--- src/rtl/calc_pkg.sv ---
// calc_pkg -- shared types and constants for the calculator input stage.
//   calc_state_t : button debounce FSM states
//   CALC_W       : operand width of the downstream calculator
//   RAW_W        : width of the raw input bundle (a, b, subtract, button)
//   cnt_width()  : counter width able to hold max(debounce, repeat) - 1
package calc_pkg;

  localparam int CALC_W           = 3;
  localparam int RAW_W            = 2 * CALC_W + 2;
  localparam int DEBOUNCE_DEFAULT = 1000000;   // 10 ms at 100 MHz
  localparam int REPEAT_DEFAULT   = 50000000;  // 0.5 s at 100 MHz

  typedef enum logic [2:0] {
    IDLE,
    PRESS_WAIT,
    FIRE,
    HELD,
    RELEASE_WAIT
  } calc_state_t;

  function automatic int cnt_width(input int deb, input int rep);
    int m;
    m = (deb > rep) ? deb : rep;
    return ($clog2(m) < 1) ? 1 : $clog2(m);
  endfunction

endpackage

--- src/rtl/calc_input_ctrl_if.sv ---
// calc_input_ctrl_if -- raw switch/button inputs and conditioned calculator
// outputs of calc_input_ctrl.
//   sw_a, sw_b, sw_subtract, btn_calc : raw asynchronous inputs
//   a, b, subtract                    : operands held for the calculator
//   calc_button                       : one-cycle calculate strobe
//   btn_level                         : debounced button level (LED)
// master: the board / stimulus side.  slave: calc_input_ctrl.
interface calc_input_ctrl_if;
  import calc_pkg::*;

  logic [CALC_W-1:0] sw_a;
  logic [CALC_W-1:0] sw_b;
  logic              sw_subtract;
  logic              btn_calc;
  logic [CALC_W-1:0] a;
  logic [CALC_W-1:0] b;
  logic              subtract;
  logic              calc_button;
  logic              btn_level;

  modport master (
    output sw_a, sw_b, sw_subtract, btn_calc,
    input  a, b, subtract, calc_button, btn_level
  );

  modport slave (
    input  sw_a, sw_b, sw_subtract, btn_calc,
    output a, b, subtract, calc_button, btn_level
  );

endinterface

--- src/rtl/sync_2ff.sv ---
// sync_2ff -- two-flop synchroniser, W bits wide, async active-high reset to 0.
//   clk, rst : clock / reset
//   d        : asynchronous input
//   q        : input resolved into the clk domain (two-cycle latency)
module sync_2ff #(
  parameter int W = 1
) (
  input  logic         clk,
  input  logic         rst,
  input  logic [W-1:0] d,
  output logic [W-1:0] q
);

  logic [W-1:0] meta;

  always_ff @(posedge clk or posedge rst) begin
    if (rst) begin
      meta <= '0;
      q    <= '0;
    end else begin
      meta <= d;
      q    <= meta;
    end
  end

endmodule

--- src/rtl/calc_input_ctrl.sv ---
// calc_input_ctrl -- input conditioning in front of the 3-bit add/subtract
// calculator. Synchronises the switches and button, debounces the button and
// emits exactly one calc_button pulse per accepted press, with a/b/subtract
// captured on the edge that enters FIRE and held until the next FIRE.
//   clk, rst : clock, asynchronous active-high reset
//   bus      : calc_input_ctrl_if.slave (raw inputs in, conditioned outputs)
// Parameters:
//   DEBOUNCE_CYCLES : stable cycles needed to accept a press or release (>= 2)
//   REPEAT_CYCLES   : auto-repeat period while held
// Build option: define CALC_AUTOREPEAT_EN to re-fire every REPEAT_CYCLES+1
// cycles while the button stays held; otherwise HELD leaves only on release.
module calc_input_ctrl
  import calc_pkg::*;
#(
  parameter int DEBOUNCE_CYCLES = DEBOUNCE_DEFAULT,
  parameter int REPEAT_CYCLES   = REPEAT_DEFAULT
) (
  input logic               clk,
  input logic               rst,
  calc_input_ctrl_if.slave  bus
);

  localparam int              CNT_W    = cnt_width(DEBOUNCE_CYCLES, REPEAT_CYCLES);
  localparam logic [CNT_W-1:0] DEB_LAST = CNT_W'(DEBOUNCE_CYCLES - 1);
`ifdef CALC_AUTOREPEAT_EN
  localparam logic [CNT_W-1:0] REP_LAST = CNT_W'(REPEAT_CYCLES - 1);
`endif

  // all eight raw inputs share one synchroniser
  logic [RAW_W-1:0]  raw, raw_s;
  logic [CALC_W-1:0] sw_a_s, sw_b_s;
  logic              sw_subtract_s, btn_s;

  assign raw = {bus.btn_calc, bus.sw_subtract, bus.sw_b, bus.sw_a};

  sync_2ff #(.W(RAW_W)) u_sync (
    .clk (clk),
    .rst (rst),
    .d   (raw),
    .q   (raw_s)
  );

  assign sw_a_s        = raw_s[CALC_W-1:0];
  assign sw_b_s        = raw_s[2*CALC_W-1:CALC_W];
  assign sw_subtract_s = raw_s[2*CALC_W];
  assign btn_s         = raw_s[2*CALC_W+1];

  calc_state_t       state;
  logic [CNT_W-1:0]  cnt;
  logic [CALC_W-1:0] a_q, b_q;
  logic              sub_q, pulse_q, level_q;

  // Outputs are registered alongside the state: calc_button is set on the
  // edge entering FIRE and cleared on the edge leaving it; btn_level rises
  // entering FIRE and falls only when a release is accepted.
  always_ff @(posedge clk or posedge rst) begin
    if (rst) begin
      state   <= IDLE;
      cnt     <= '0;
      a_q     <= '0;
      b_q     <= '0;
      sub_q   <= 1'b0;
      pulse_q <= 1'b0;
      level_q <= 1'b0;
    end else begin
      case (state)
        IDLE: begin
          if (btn_s) begin
            state <= PRESS_WAIT;
            cnt   <= '0;
          end
        end
        PRESS_WAIT: begin
          if (!btn_s) begin
            state <= IDLE;
          end else if (cnt == DEB_LAST) begin
            state   <= FIRE;
            a_q     <= sw_a_s;
            b_q     <= sw_b_s;
            sub_q   <= sw_subtract_s;
            pulse_q <= 1'b1;
            level_q <= 1'b1;
          end else begin
            cnt <= cnt + 1'b1;
          end
        end
        FIRE: begin
          state   <= HELD;
          cnt     <= '0;
          pulse_q <= 1'b0;
        end
        HELD: begin
          if (!btn_s) begin
            state <= RELEASE_WAIT;
            cnt   <= '0;
          end
`ifdef CALC_AUTOREPEAT_EN
          else if (cnt == REP_LAST) begin
            state   <= FIRE;
            a_q     <= sw_a_s;
            b_q     <= sw_b_s;
            sub_q   <= sw_subtract_s;
            pulse_q <= 1'b1;
          end else begin
            cnt <= cnt + 1'b1;
          end
`endif
        end
        RELEASE_WAIT: begin
          // a bounce back high restarts the release debounce from HELD
          if (btn_s) begin
            state <= HELD;
            cnt   <= '0;
          end else if (cnt == DEB_LAST) begin
            state   <= IDLE;
            level_q <= 1'b0;
          end else begin
            cnt <= cnt + 1'b1;
          end
        end
        default: begin
          state   <= IDLE;
          cnt     <= '0;
          pulse_q <= 1'b0;
          level_q <= 1'b0;
        end
      endcase
    end
  end

  assign bus.a           = a_q;
  assign bus.b           = b_q;
  assign bus.subtract    = sub_q;
  assign bus.calc_button = pulse_q;
  assign bus.btn_level   = level_q;

endmodule
--- src/flat_wrapper.sv ---
// flat-port wrapper written by rule: the top's interface ports become plain ports
module calc_input_ctrl_flat import calc_pkg::*;
#(
  parameter int DEBOUNCE_CYCLES = DEBOUNCE_DEFAULT,
  parameter int REPEAT_CYCLES   = REPEAT_DEFAULT
)
  (clk, rst, bus_sw_a, bus_sw_b, bus_sw_subtract, bus_btn_calc, bus_a, bus_b, bus_subtract, bus_calc_button, bus_btn_level);
  calc_input_ctrl_if bus_i ();
  input logic clk;
  input logic rst;
  input wire logic [$bits(bus_i.sw_a)-1:0] bus_sw_a;
  input wire logic [$bits(bus_i.sw_b)-1:0] bus_sw_b;
  input wire logic [$bits(bus_i.sw_subtract)-1:0] bus_sw_subtract;
  input wire logic [$bits(bus_i.btn_calc)-1:0] bus_btn_calc;
  output wire logic [$bits(bus_i.a)-1:0] bus_a;
  output wire logic [$bits(bus_i.b)-1:0] bus_b;
  output wire logic [$bits(bus_i.subtract)-1:0] bus_subtract;
  output wire logic [$bits(bus_i.calc_button)-1:0] bus_calc_button;
  output wire logic [$bits(bus_i.btn_level)-1:0] bus_btn_level;
  assign bus_i.sw_a = bus_sw_a;
  assign bus_i.sw_b = bus_sw_b;
  assign bus_i.sw_subtract = bus_sw_subtract;
  assign bus_i.btn_calc = bus_btn_calc;
  assign bus_a = bus_i.a;
  assign bus_b = bus_i.b;
  assign bus_subtract = bus_i.subtract;
  assign bus_calc_button = bus_i.calc_button;
  assign bus_btn_level = bus_i.btn_level;
  calc_input_ctrl #(.DEBOUNCE_CYCLES(DEBOUNCE_CYCLES), .REPEAT_CYCLES(REPEAT_CYCLES)) u_core (.clk(clk), .rst(rst), .bus(bus_i));
endmodule
--- config.mk ---
export PLATFORM = sky130hd
export DESIGN_NAME = calc_input_ctrl_flat
export DESIGN_NICKNAME = d
export VERILOG_FILES = /design/src/rtl/calc_pkg.sv /design/src/rtl/calc_input_ctrl_if.sv /design/src/rtl/sync_2ff.sv /design/src/rtl/calc_input_ctrl.sv /design/src/flat_wrapper.sv
export SDC_FILE = /design/constraint.sdc
export NUM_CORES = 1
export LEC_CHECK = 0
export CELL_PAD_IN_SITES_DETAIL_PLACEMENT = 0
export CELL_PAD_IN_SITES_GLOBAL_PLACEMENT = 1
export CORE_MARGIN = 2
export CORE_UTILIZATION = 46
export DETAILED_ROUTE_END_ITERATION = 10
export GPL_ROUTABILITY_DRIVEN = 1
export HOLD_SLACK_MARGIN = 0.02
export PLACE_DENSITY_LB_ADDON = 0.1
export SYNTH_ARGS = -nofsm -noshare
export SYNTH_HDL_FRONTEND = slang
export SYNTH_SLANG_ARGS = --single-unit
--- constraint.sdc ---
create_clock -name clk -period 3.31 [get_ports clk]
set_input_delay 0.662 -clock clk [delete_from_list [all_inputs] [get_ports clk]]
set_output_delay 0.662 -clock clk [all_outputs]
set_load 0.005 [all_outputs]
### Word level (Yosys, flattened, before mapping)

Index checks and enable logic that the tools add are counted.

* flip-flop bits (word level): 54
* output and inout port bits: 9
* word-level logic and storage cells: 52
* input port bits: 10

* mux-type cells: 19
* add/sub/neg operators: 1
* bitwise logic cells: 2
* reduce and logical (&&, ||, !) cells: 8
* equal/unequal tests: 13

Operators with widths (number)
* two-way mux 26 bit: 5
* case mux 26 bit (4 select lines): 1
* adder 26 x 1 -> 26 bit (second input constant): 1
* equality test 26 x 20 -> 1 bit (second input constant): 1
* two-way mux 3 bit: 6
* case mux 3 bit (5 select lines): 1
* AND reduction 3 bit: 3
* != test 2 bit (second input constant): 4
* equality test 3 x 2 -> 1 bit (second input constant): 2
* != test 3 x 2 -> 1 bit (second input constant): 2
* OR reduction 3 bit: 2
* AND reduction 5 bit: 1
* two-way mux 1 bit: 4
* != test 2 x 1 -> 1 bit (second input constant): 2
* AND reduction 4 bit: 1
* equality test 3 x 1 -> 1 bit (second input constant): 1
* equality test 3 bit (second input constant): 1
* zero test 3 bit: 1
* case mux 1 bit (3 select lines): 1
* inverter 1 bit: 2
* case mux 1 bit (2 select lines): 1

### Depth between registers and ports, before layout

Gate-level depths: netlist of run 1.

* depth in word-level cells: 4
* mapped depth: 7
* mapped depth without buffers: 6

### Cells and area by module

Synthesis of run 1 repeated with hierarchy kept, for this count alone.

* cells, all modules: 221
* area, all modules: 2396.0 um^2

Modules (own cells, without submodules)
* calc_input_ctrl: seq. area each 950.9 um^2, area an instance 1991.9 um^2, cells each 204, instances 1
* sync_2ff: seq. area each 400.4 um^2, area an instance 404.1 um^2, cells each 17, instances 1

### Worst setup path before layout of run 1

Ideal clock, no wire load.

* kind: register to register
* start: register u_core.cnt[20]
* end: register u_core.a_q[0] (netlist: u_core.bus.a[0])
* buffers on the path: 1
* cell stages (with the launch flop): 7
* arrival time: 2.238 ns
* path slack: 0.947 ns
* data required time: 3.185 ns
* period minus slack after synthesis: 2.363 ns
* library setup time: 0.125 ns
* cell sequence: dfrtp_1 or4_1 or4_1 buf_6 nor2_8 nand4_4 mux2_4

* cells in the longest elaborated chain, start to end: 2

RTL lines
* start: declaration: RTL line calc_input_ctrl.sv:49 `logic [CNT_W-1:0] cnt;`
* start signal: assignment: RTL line calc_input_ctrl.sv:84 `cnt <= cnt + 1'b1;`
* start signal: assignment: RTL line calc_input_ctrl.sv:118 `cnt <= cnt + 1'b1;`
* equality test 26 x 20 -> 1 bit: RTL line calc_input_ctrl.sv:76 `end else if (cnt == DEB_LAST) begin`
* AND reduction 3 bit (no line)
* end signal: assignment: RTL line calc_input_ctrl.sv:78 `a_q <= sw_a_s;`
* end: declaration: RTL line calc_input_ctrl.sv:50 `logic [CALC_W-1:0] a_q, b_q;`

No other way between the ends.
A chain may end at the register's enable or synchronous reset.

### Worst setup path in the final report of run 1

* start: register u_core.cnt[20]
* end: register u_core.a_q[1] (netlist: u_core.bus.a[1])

Same word-level chain as after synthesis.

==> results of run 1 <==
## area by class of cell
class | count | area share, %
well taps | 70 | 3.119
multi-input cells | 155 | 36.68
clock inverters | 2 | 1.381
inverters | 4 | 0.5348
flip-flops and latches | 54 | 48.13
repair buffers | 21 | 7.219
clock buffers | 6 | 2.941
## per-layer routing
| metal | up-vias | GRT usage, % | part of all wire, % |
|---|---|---|---|
| li1 | 834 | - | - |
| met1 | 846 | 23.94 | 47 |
| met2 | 30 | 27.54 | 49 |
| met3 | 6 | 3.529 | 2.9 |
| met4 | 0 | 4.182 | 0.99 |
| met5 | - | 0 | 0 |
## placed cells by master (no fill, tap or decap), types with 4 or more instances in the layout
cell type	instances
nor4_1	10
or3_1	6
nor2_1	27
o21ai_1	4
o21ai_0	4
a21oi_1	10
nand2_1	12
nand4_1	5
dfrtp_1	54
xnor2_1	14
xor2_1	5
nand3_1	11
clkdlybuf4s50_1	18
nor3_1	4
and3_1	5
clkbuf_8	6
mux2_4	7
## registers in the layout (all words and copies together), names as in the netlist
register and count:
u_core.u_sync.q 8, u_core.bus.subtract 1, u_core.bus.a 3, u_core.cnt 26
u_core.bus.btn_level 1, u_core.bus.b 3, u_core.bus.calc_button 1, u_core.u_sync.meta 8
u_core.state 3
## kinds of logic (layout without fill, tap and decap cells)
logic type	after synthesis	in the layout	share of synthesized area, %
fa+ha+maj	1	1	0.5146
flops	54	54	55.58
xor+xnor	19	19	6.845
compound gates	29	29	7.361
simple gates	98	98	22.90
mux	8	8	4.735
buf+inv	11	33	2.058
## power breakdown
group          switching, W  internal, W   total, W
clock              0.000214     0.000249   0.000463
combinational     0.0000477    0.0000347  0.0000824
sequential        0.0000283     0.000688   0.000716
## worst max-delay path, delay by kind of cell (launching register included)
| family | cells | cell delay [ps] |
|---|---|---|
| AND/OR/NAND/NOR | 4 | 1700 |
| flip-flops | 1 | 440 |
| multiplexers | 1 | 370 |
## through the flow
step | util (%) | std cells | setup slack (ps)
3_5_place_dp | 52.60 | 304 | 680.7
6_report | 54.97 | 312 | 686.6
3_3_place_gp | 52.60 | 304 | 744.8
5_1_grt | 54.97 | 312 | 529.7
4_1_cts | 54.97 | 312 | 671.3
2_1_floorplan | - | 220 | 947.2
## final timing paths
kind	end	slack (ps)
min in group asynchronous	u_core.u_sync.q[3]	730
hold reg to reg	u_core.u_sync.q[0]	360
max in group asynchronous	u_core.cnt[2]	2300
setup reg to reg	u_core.bus.a[1]	690
setup / recovery	u_core.bus.a[1]	690
hold / removal	u_core.u_sync.q[0]	360
==> flow_summary.ini, run 1 <==
[yosys]
ys_seq_area_share_pct = 55.58
synth_edf_count = 0
ys.flop_type = dfrtp_1
synthTopCellsByCount = 54 x dfrtp_1, 27 x nor2_1, 14 x xnor2_1
ys_warn_count = 0
synthCells = 220
synthArstFlopShare_pct = 100.0
syn-cell-area_sq_mm = 0.002431
synth_seq_cells = 54
yosysMostFrequentCell = dfrtp_1
synth.avg_cell_area_sq_um = 11.05
synth.top_cell.area_share_pct = 55.58
postSynthNetCount = 231
synthTopCellsByArea = dfrtp_1 56%, xnor2_1 5.0%, mux2_4 4.3%
yosys.area.top_type = dfrtp_1
synth_cell_types = 41

[setup_path]
r2r-start = u_core.cnt[20]
critPathCaptureType = register
critPathMaxStageDelay_ps = 740
worst_path_max_delay_cell = or4_1
worstSetupPathType = reg2reg
cp_max_fo = 7
cp_cell_sequence = or4_1 -> or4_1 -> nor2_8 -> nand4_4 -> mux2_4
critical_path_required_ps = 3500
crit_start = u_core.cnt[20]
cp.arrival_ps = 2820
reg2reg_depth = 5
critPathLaunchType = register
path_common_cell = or4_1

[timing]
slew_headroom_pct = 61.70
layout_min_cycle_time_ps = 2623
hold_viol = 0
worst_hold_slack_ps = 355.4
rsz0062_at_grt = false
setup_viol = 0
tightestPinTransition_ps = 569.2
fmax_mhz = 381.2
fin_worst_skew_ps = 13.11
timing.final.crit_share_pct = 79.26
setup_tns_ps = 0
final_max_slew_viol_count = 0

[min_path]
min_path_cells = 0
holdCritStartpoint = u_core.u_sync.meta[0]
worstHoldPathType = reg2reg

[floorplan]
die_w_um = 76.70
core_region_area_sq_mm = 0.005107
ioPinCount = 19
initial_utilization_pct = 47.60
rows = 26
die_y_um = 76.70
die_area_sq_mm = 0.005882

[grt]
antenna_found_initial = 0
grt_overflow_total = 0
grt_pass1_wl_um = 8197
grtUsageTotal_pct = 17.13
grt_max_degree = 28
grt_pass1_vias = 1756

[clock_tree]
postCtsResizedCells = 0
cts_sinks = 54
cts_hold_buf = 0
cts_buffers = 5
cts_buffer_depth = 2
root_buffer = clkbuf_8
cts_tree = yes
clkLatencyLatePin_ps = 300
cts.htree.levels = 2
cts_post_setup_buffers_inserted = 0
clk_pin_slew_worst_paths_ps = 100

[cells_and_area]
nNetsFinal = 252
drive_above_1_share_pct = 9.917
multi_input_area_sq_mm = 0.001030
n_antenna_cell = 0
fillers = 472
fin_area_sq_mm = 0.002808
area_growth_pct = 15.49
seqCellArea_sq_mm = 0.001351

[pwr]
p_leak_nw = 1.205
total_power_w = 0.001261
p_per_area_mw_per_mm2 = 449.2
irDropWorstVdd_uv = 193.3

[placement]
io_buffers = 18
gp_congestion = 0.7739
placed_area_sq_mm = 0.002686
dp_hpwl_um = 3233

[drt]
first_pass_iters = 4
totalWireLength_um = 4558
drc_errors = 0
wl_per_cell_um = 14.61
vias = 1716
ant_nets = 0
avgViaCountPerCell = 5.500
drt_iter0_drc = 83

[job]
drv_cap = 0

[run_status]
status = finished, final reports clean
(Power assumes the default switching activity.)
==> run 2, diff against run 1 <==
==> constraint.sdc (replaced) <==
create_clock -name clk -period 2.7 [get_ports clk]
set_input_delay 0.54 -clock clk [delete_from_list [all_inputs] [get_ports clk]]
set_output_delay 0.54 -clock clk [all_outputs]
set_load 0.005 [all_outputs]
==> run 2 against run 1 <==
Compared with the run above: setup slack lost 470 ps; sequential power grew 22%; cell area shrank 0.22%; flip-flop and latch count is the same; first-iteration DRC count grew 65%; wire length grew 2.2%; register-to-register slack lost 470 ps; critical path type unchanged; hold slack lost 1.5 ps; die area is the same; clock-buffer cell count shrank 1; utilization shrank 0.12 points.
==> flow_summary.ini, run 2 (same netlist as run 1, synthesis figures left out) <==
[timing]
final_max_slew_viol_count = 0
fin_worst_skew_ps = 8.035
worst_hold_slack_ps = 353.8
setup_viol = 0
timing.final.crit_share_pct = 91.95
hold_viol = 0
layout_min_cycle_time_ps = 2483
slew_headroom_pct = 60.32
fmax_mhz = 402.8
tightestPinTransition_ps = 589.8
rsz0062_at_grt = false
setup_tns_ps = 0

[drt]
ant_nets = 0
vias = 1741
first_pass_iters = 4
drc_errors = 0
totalWireLength_um = 4656
avgViaCountPerCell = 5.562
drt_iter0_drc = 137
wl_per_cell_um = 14.88

[clock_tree]
cts.htree.levels = 2
cts_buffers = 5
cts_tree = yes
root_buffer = clkbuf_8
cts_sinks = 54
cts_buffer_depth = 2
clk_pin_slew_worst_paths_ps = 90
clkLatencyLatePin_ps = 300
cts_post_setup_buffers_inserted = 0

[cells_and_area]
fin_util_pct = 54.85
reg.largest.list = u_core.cnt: 26 flops, u_core.u_sync.meta: 8 flops, u_core.u_sync.q: 8 flops
regMostFlops = u_core.cnt
layout_common_cells = 54 x dfrtp_1, 27 x nor2_1, 18 x clkdlybuf4s50_1, 14 x xnor2_1, 12 x nand2_1
fin_area_sq_mm = 0.002801
layout_commonest_cell = dfrtp_1
n_antenna_cell = 0
fillers = 480
nNetsFinal = 254
drive_above_1_share_pct = 10.70
multi_input_area_sq_mm = 0.001033
area_growth_pct = 15.23
seqCellArea_sq_mm = 0.001351
largest_reg_flops = 26

[pwr]
p_leak_nw = 1.195
p_per_area_mw_per_mm2 = 507.3
irDropWorstVdd_uv = 267.0

[floorplan]
ioPinCount = 19
die_area_sq_mm = 0.005882
die_w_um = 76.70
core_region_area_sq_mm = 0.005107
initial_utilization_pct = 47.60
rows = 26
die_y_um = 76.70

[setup_path]
critical_path_required_ps = 2890
critPathMaxStageDelay_ps = 630
cp.arrival_ps = 2670
cp_num_buf_inv = 0
cp_cell_sequence = or4_1 -> or4_4 -> nor2_8 -> nand4_4 -> mux2_4
critPathLaunchType = register
worst_path_max_delay_cell = or4_4
worstSetupPathType = reg2reg
path_delay_family = simple AND/OR/NAND/NOR gates
critPathCaptureType = register
cp_max_fo = 7

[run_status]
status = finished, final reports clean

[grt]
grtUsageTotal_pct = 17.50
grt_pass1_vias = 1725
grt_overflow_total = 0
antenna_found_initial = 0
grt_max_degree = 29
grt_pass1_wl_um = 8259

[placement]
io_buffers = 18
dp_hpwl_um = 3259
placed_area_sq_mm = 0.002714
gp_congestion = 0.7985

[min_path]
worstHoldPathType = reg2reg

[job]
drv_cap = 0
## run 2: changes by cell type in the layout (fill, tap and decap cells not counted)
cell | previous run | this run
clkinvlp_4 | 0 | 2
or4_1 | 3 | 2
buf_4 | 3 | 4
bufinv_16 | 1 | 0
buf_12 | 0 | 1
clkbuf_8 | 6 | 5
inv_6 | 1 | 0
or4_4 | 0 | 1
## run 2: path summary, 6_finish.rpt
check                           slack (ps)                   from  depth (start not counted)                 end
worst min register to register         350  u_core.u_sync.meta[3]                          0  u_core.u_sync.q[3]
worst max-delay path                   220         u_core.cnt[20]                          5     u_core.bus.b[0]
min in group asynchronous              610                    rst                          2     u_core.bus.b[2]
worst min-delay path                   350  u_core.u_sync.meta[3]                          0  u_core.u_sync.q[3]
max in group asynchronous             1540                    rst                          3       u_core.cnt[7]
worst max register to register         220         u_core.cnt[20]                          5     u_core.bus.b[0]
## run 2: through the flow
stage,instances,total power [W],worst slack (ps)
after global routing,313,0.001491,127.3
after floorplan,220,0.0009546,337.2
after detailed placement,306,0.001002,119.0
final,313,0.001421,217.4
after global placement,306,0.0009931,185.9
after CTS,313,0.001440,96.16
## run 2: cell type report
cell class | count | share of cell area (%)
Clock inverter | 2 | 0.5360
Clock buffer | 5 | 2.456
Sequential cell | 54 | 48.24
Inverter | 4 | 0.5360
Multi-Input combinational cell | 155 | 36.89
Timing Repair Buffer | 23 | 8.218
Tap cell | 70 | 3.126
## run 2: where the power goes
group	internal, W	total [W]	switching [W]
logic	0.0000465	0.000111	0.0000649
clock network	0.000178	0.000436	0.000258
registers	0.000843	0.000874	0.0000309
## run 2: repair_timing
action / in CTS / in global routing
hold buffers: 0 / 0
endpoints found under the setup margin: 0 / 4
resized for setup: 0 / 1
## run 2: routing by layer
| metal | vias to the layer above | GRT usage (%) | part of all wire (%) |
|---|---|---|---|
| met1 | 871 | 24.28 | 46 |
| met2 | 33 | 27.98 | 49 |
| met3 | 8 | 2.824 | 3.2 |
| met5 | - | 0 | 0 |
| met4 | 0 | 6.182 | 1.5 |
| li1 | 829 | - | - |
